--- src/rtl/fetch_unit_pkg.sv ---
// Shared types and constants for the instruction-fetch stage: the decode-facing
// fetch bundle, the fetch FSM states and the reset PC.
package fetch_unit_pkg;

  typedef logic [63:0] u64;
  typedef logic [31:0] u32;

  localparam u64 PCINIT_DEFAULT = 64'h8000_0000;

  typedef struct packed {
    logic valid;
    u64   pc;
    u32   raw_instr;
  } fetch_data_t;

  typedef enum logic [1:0] {
    FETCH = 2'd0,
    DRAIN = 2'd1,
    HOLD  = 2'd2
  } fetch_state_t;

endpackage

--- src/rtl/fetch_unit_adder.sv ---
// Plain W-bit wrapping adder, used for the sequential pc+4 computation.
module fetch_unit_adder #(
  parameter int W = 64
) (
  input  logic [W-1:0] a,
  input  logic [W-1:0] b,
  output logic [W-1:0] sum
);
  assign sum = a + b;
endmodule

--- src/rtl/fetch_unit.sv ---
// Instruction-fetch stage: single-outstanding bus request, one-entry hold buffer
// toward decode, and wrong-path squash on decode redirects.
module fetch_unit
  import fetch_unit_pkg::*;
#(
  parameter logic [63:0] PCINIT = PCINIT_DEFAULT
) (
  input  logic        clk,
  input  logic        reset,
  output logic        ireq_valid,
  output logic [63:0] ireq_addr,
  input  logic        iresp_data_ok,
  input  logic [31:0] iresp_data,
  input  logic        stallF,
  input  logic        redirect_valid,
  input  logic [63:0] redirect_pc,
  output logic        dataF_valid,
  output logic [63:0] dataF_pc,
  output logic [31:0] dataF_raw_instr
);

  fetch_state_t r_state, w_state_n;
  u64 r_pc, w_pc_n;
  u64 r_req_addr, w_req_addr_n;
  u64 r_buf_pc, w_buf_pc_n;
  u32 r_buf_instr, w_buf_instr_n;
  u64 w_pc_plus4;
  logic w_redir;
  fetch_data_t w_dataF;

  // Decode operands may be stale during a stall, so redirects only count when not stalled.
  assign w_redir = redirect_valid & ~stallF;

  fetch_unit_adder #(.W(64)) u_pc_inc (
    .a  (r_req_addr),
    .b  (64'd4),
    .sum(w_pc_plus4)
  );

  always_ff @(posedge clk) begin
    if (reset) begin
      r_state     <= FETCH;
      r_pc        <= PCINIT;
      r_req_addr  <= PCINIT;
      r_buf_pc    <= '0;
      r_buf_instr <= '0;
    end else begin
      r_state     <= w_state_n;
      r_pc        <= w_pc_n;
      r_req_addr  <= w_req_addr_n;
      r_buf_pc    <= w_buf_pc_n;
      r_buf_instr <= w_buf_instr_n;
    end
  end

  always_comb begin
    w_state_n     = r_state;
    w_pc_n        = r_pc;
    w_req_addr_n  = r_req_addr;
    w_buf_pc_n    = r_buf_pc;
    w_buf_instr_n = r_buf_instr;
    unique case (r_state)
      FETCH: begin
        if (iresp_data_ok) begin
          if (w_redir) begin
            w_pc_n       = redirect_pc;
            w_req_addr_n = redirect_pc;
          end else begin
            w_buf_pc_n    = r_req_addr;
            w_buf_instr_n = iresp_data;
            w_pc_n        = w_pc_plus4;
            w_state_n     = HOLD;
          end
        end else if (w_redir) begin
          // Bus request must stay stable, so only the architectural PC moves.
          w_pc_n    = redirect_pc;
          w_state_n = DRAIN;
        end
      end
      DRAIN: begin
        if (w_redir) w_pc_n = redirect_pc;
        if (iresp_data_ok) begin
          w_req_addr_n = w_redir ? redirect_pc : r_pc;
          w_state_n    = FETCH;
        end
      end
      HOLD: begin
        if (!stallF) begin
          w_pc_n       = w_redir ? redirect_pc : r_pc;
          w_req_addr_n = w_redir ? redirect_pc : r_pc;
          w_state_n    = FETCH;
        end
      end
      default: w_state_n = FETCH;
    endcase
  end

  assign ireq_valid = ~reset & (r_state != HOLD);
  assign ireq_addr  = r_req_addr;

  assign w_dataF.valid     = ~reset & (r_state == HOLD) & ~w_redir;
  assign w_dataF.pc        = r_buf_pc;
  assign w_dataF.raw_instr = r_buf_instr;

  assign dataF_valid     = w_dataF.valid;
  assign dataF_pc        = w_dataF.pc;
  assign dataF_raw_instr = w_dataF.raw_instr;

endmodule

--- config.mk ---
export PLATFORM = sky130hd
export DESIGN_NAME = fetch_unit
export DESIGN_NICKNAME = d
export VERILOG_FILES = /design/src/rtl/fetch_unit_pkg.sv /design/src/rtl/fetch_unit_adder.sv /design/src/rtl/fetch_unit.sv
export SDC_FILE = /design/constraint.sdc
export NUM_CORES = 1
export LEC_CHECK = 0
export CAP_MARGIN = 20
export CORE_UTILIZATION = 50
export DETAILED_ROUTE_END_ITERATION = 6
export PLACE_DENSITY = 0.77
export REMOVE_ABC_BUFFERS = 1
export SLEW_MARGIN = 20
export SYNTH_ARGS = -nofsm -noshare
export SYNTH_HDL_FRONTEND = slang
export SYNTH_SLANG_ARGS = --single-unit
--- constraint.sdc ---
create_clock -name clk -period 2.75 [get_ports clk]
set_input_delay 0.6875 -clock clk [delete_from_list [all_inputs] [get_ports clk]]
set_output_delay 0.6875 -clock clk [all_outputs]
set_load 0.005 [all_outputs]
==> flow_metrics.py <==
metrics = {
    "placed_design": {
        "dp_hpwl_mm": 23.8,
        "number_of_placed_instances_taps_included": 1862,
        "gp_routability_congestion": 0.862,
        "detailedPlace.worstSlack_ns": -0.243,
        "buffer_ports.inserted": 262,
    },
    "synthesis": {
        "ys_seq_area_share_pct": 42.6,
        "synth_top_cells_by_area": "dfxtp_1 43%, nand2_1 10%, a21oi_1 5.4%, a311oi_1 5.1%, nor2_1 4.1%",
        "yosys.area_share.simple_pct": 27.0,
        "yosysUniqueCellTypes": 67,
        "yosys.area.top_type": "dfxtp_1",
        "synth-adder-area-share_pct": 0.589,
        "synth_edf_count": 0,
        "postSynth.topFlopCell": "dfxtp_1",
        "post_synthesis_compound_gate_area_fraction_pct": 20.8,
        "yosys_warnings": 0,
        "synthArstFlopShare_pct": 0,
        "synth_xor_xnor_area_share_pct": 3.88,
        "dominant_combinational_cell_family_by_area_after_synthesis": "simple AND/OR/NAND/NOR gates",
        "synthesis.instances": 1356,
        "post_synth_mux_area_share_pct": 0.0943,
        "synth_top_area_share_pct": 42.6,
        "synth.avg_cell_area_um2": 7.83,
        "post_synth_instance_area_um2": 10600,
        "synth_seq_cells": 226,
    },
    "cts": {
        "clock_tree.buffer_depth": 3,
        "cts_buffers": 25,
        "clk_latency_ns": 0.53,
        "post_cts_hold_buffer_count": 0,
        "tritoncts_num_sinks": 226,
        "htree_num_levels": 1,
        "cts_root_buf": "clkbuf_16",
        "cts_tree": "yes",
        "clk_transition_reported_paths_ns": 0.06,
        "post-cts-setup-buffers": 0,
    },
    "worst_setup_path": {
        "cp_num_cells": 7,
        "timing.critical_path.slowest_stage_cell": "or4_4",
        "critical_path.startpoint_type": "flop",
        "path_class": "reg -> reg",
        "critical_path_required_ns": 3.14,
        "rr_worst_depth": 7,
        "cp_cell_sequence": "ha_1 -> and3_1 -> nand4_1 -> or4_4 -> nor3_1 -> xnor2_1 -> o22ai_1",
        "critPathMaxFanout": 7,
        "path_delay_family": "simple AND/OR/NAND/NOR gates",
        "timing.critical_path.to_type": "flop",
        "crit_arrival_ns": 2.94,
        "timing.reg2reg.setup_slack_ns": 0.20,
        "cpPeakStageDelay_ns": 0.65,
        "worst-path-buf-inv": 0,
    },
    "timing": {
        "rsz0062_at_grt": "no",
        "post_route_clock_skew_ns": 0.0141,
        "max_clock_freq_mhz": 392,
        "finalCriticalPeriod_ns": 2.55,
        "finalHoldViolCount": 0,
        "final-setup-viol-count": 0,
        "maxSlewHeadroom_pct": 51.2,
        "setup_total_negative_slack_ns": 0,
        "post-route-period-util_pct": 92.8,
        "post-route-worst-setup-slack_ns": 0.197,
        "drv_slew": 0,
        "worst_slew_pin_slew_ns": 0.731,
    },
    "global_route": {
        "first_global_vias": 10800,
        "gr-usage-all-layers_pct": 31.3,
        "number_of_antenna_violations_at_the_first_check_in_global_routing": 0,
        "overflow": 0,
        "grt_pass1_wl_mm": 55.5,
        "grt_max_degree": 121,
    },
    "detailed_routing": {
        "detailedRoute.firstIterationViolations": 998,
        "dr_wl_met3_mm": 3.37,
        "drt_pre_antenna_iters": 5,
        "route.detailed.drc": 0,
        "finalWirelength_mm": 35.2,
        "detailroute.via_count": 11400,
        "vias_per_cell": 5.97,
        "drt-wirelength-per-cell_um": 18.5,
        "met1_length_mm": 14.2,
        "route.met2.wl_mm": 16.7,
        "maxUsedRoutingLayer": "met4",
        "detail-route-antenna-nets": 0,
    },
    "power": {
        "p_int_uw": 7140,
        "total_leakage_power_uw": 0.00537,
        "share_comb_of_total_power_pct": 28.5,
        "share_clk_of_total_power_pct": 32.7,
        "max-vdd-ir-drop_uv": 436,
        "power_per_cell_area_nw_per_um2": 698,
        "switching_power_of_the_nets_uw": 3230,
        "power.share.switching_pct": 31.1,
        "power_frac_seq_pct": 38.7,
    },
    "die": {
        "chipHeight_um": 148,
        "ioPinCount": 263,
        "start_util_pct": 51.8,
        "row_count": 52,
        "die_width_um": 148,
        "die-area_um2": 21800,
        "core_area_um2": 20500,
    },
    "cells_and_area": {
        "final_cells": 1908,
        "area_growth_syn_to_layout_pct": 40.1,
        "fillerInstances": 1629,
        "drive_gt1_share_pct": 10.4,
        "most_common_cell_after_layout_fill_and_taps_aside": "nand2_1",
        "fin_util_pct": 72.6,
        "final_cell_mix": "296 x nand2_1, 259 x clkdlybuf4s50_1, 226 x dfxtp_1",
        "finalNetCount": 1725,
    },
    "flow_run": {
        "max_cap_violations": 0,
    },
    "outcome": {
        "outcome": "complete, no violations",
    },
    "hold_path": {
        "min_delay_path_depth": 2,
        "path_category_of_the_worst_min_delay_check": "in -> reg",
    },
}
==> cells in the mapped netlist (6+ instances only) <==
| cell type | count |
|---|---|
| a22oi_1 | 23 |
| o21ai_0 | 31 |
| dfxtp_1 | 226 |
| buf_2 | 6 |
| nand2_1 | 297 |
| inv_1 | 10 |
| and4_1 | 10 |
| a211oi_1 | 26 |
| nor3_1 | 25 |
| o22ai_1 | 29 |
| a311oi_1 | 62 |
| a222oi_1 | 8 |
| a21oi_1 | 114 |
| xor2_1 | 18 |
| buf_1 | 9 |
| nor2_1 | 117 |
| nand3_1 | 86 |
| nand4_1 | 15 |
| xnor2_1 | 29 |
| and3_1 | 9 |
| nor4_1 | 11 |
| nand2b_1 | 6 |
| clkbuf_1 | 95 |
==> sequential cells by signal, indices dropped and copies added (netlist names) <==
| register | count |
|---|---|
| ireq_addr | 64 |
| r_state | 2 |
| dataF_pc | 64 |
| dataF_raw_instr | 32 |
| r_pc | 64 |
==> worst paths after layout <==
| path | from | to |
|---|---|---|
| setup / recovery | ireq_addr[3] | r_pc[58] |
| hold / removal | reset | dataF_pc[63] |
| setup reg to reg | ireq_addr[3] | r_pc[58] |
| hold reg to reg | dataF_raw_instr[5] | dataF_raw_instr[5] |
==> per-stage QoR <==
| stage | cell area, um^2 | power, uW | hold WS [ns] |
|---|---|---|---|
| 3_5_place_dp | 14000 | 6990 | 0.446 |
| 4_1_cts | 14900 | 10400 | 0.370 |
| 3_3_place_gp | 14000 | 6920 | 0.441 |
| 6_report | 14900 | 10400 | 0.382 |
| 2_1_floorplan | 10100 | 5390 | 0.441 |
| 5_1_grt | 14900 | 10800 | 0.371 |
==> kinds of logic after synthesis <==
kind of cell / Yosys count
flip-flops: 226
buffers and inverters: 131
adder cells (fa/ha/maj): 5
AO/OA/AOI/OAI: 330
multiplexers: 1
AND/OR/NAND/NOR: 616
XOR/XNOR: 47
==> routing by layer <==
layer / GRT usage, % / up-vias
li1: - / 5371
met1: 39.7 / 5360
met2: 52.5 / 594
met3: 5.65 / 73
met4: 12.7 / 0
met5: 0 / -
==> area by class of cell <==
class | count | area (um^2) | share of cell area, %
multi-input cells | 999 | 5610 | 37.7
flip-flops and latches | 226 | 4520 | 30.4
repair buffers | 357 | 3530 | 23.7
clock buffers | 36 | 727 | 4.89
well taps | 270 | 338 | 2.27
clock inverters | 9 | 105 | 0.707
inverters | 10 | 37.5 | 0.252
diodes | 1 | 2.50 | 0.0168
==> power groups by stage <==
stage / Clock (uW) / Sequential (uW) / Combinational, uW
after detailed placement: 0 / 4080 / 2920
after global routing: 3570 / 4070 / 3200
after floorplan: 0 / 4150 / 1240
after global placement: 0 / 4060 / 2860
final: 3390 / 4020 / 2960
after CTS: 3440 / 4010 / 2940
==> timing repair <==
action                                  in CTS  in global routing
gates cloned                                 0                  0
endpoints found under the setup margin       1                  1
resized for setup                            1                  2
endpoints found under the hold margin        0                  0
(Power assumes the default switching activity.)
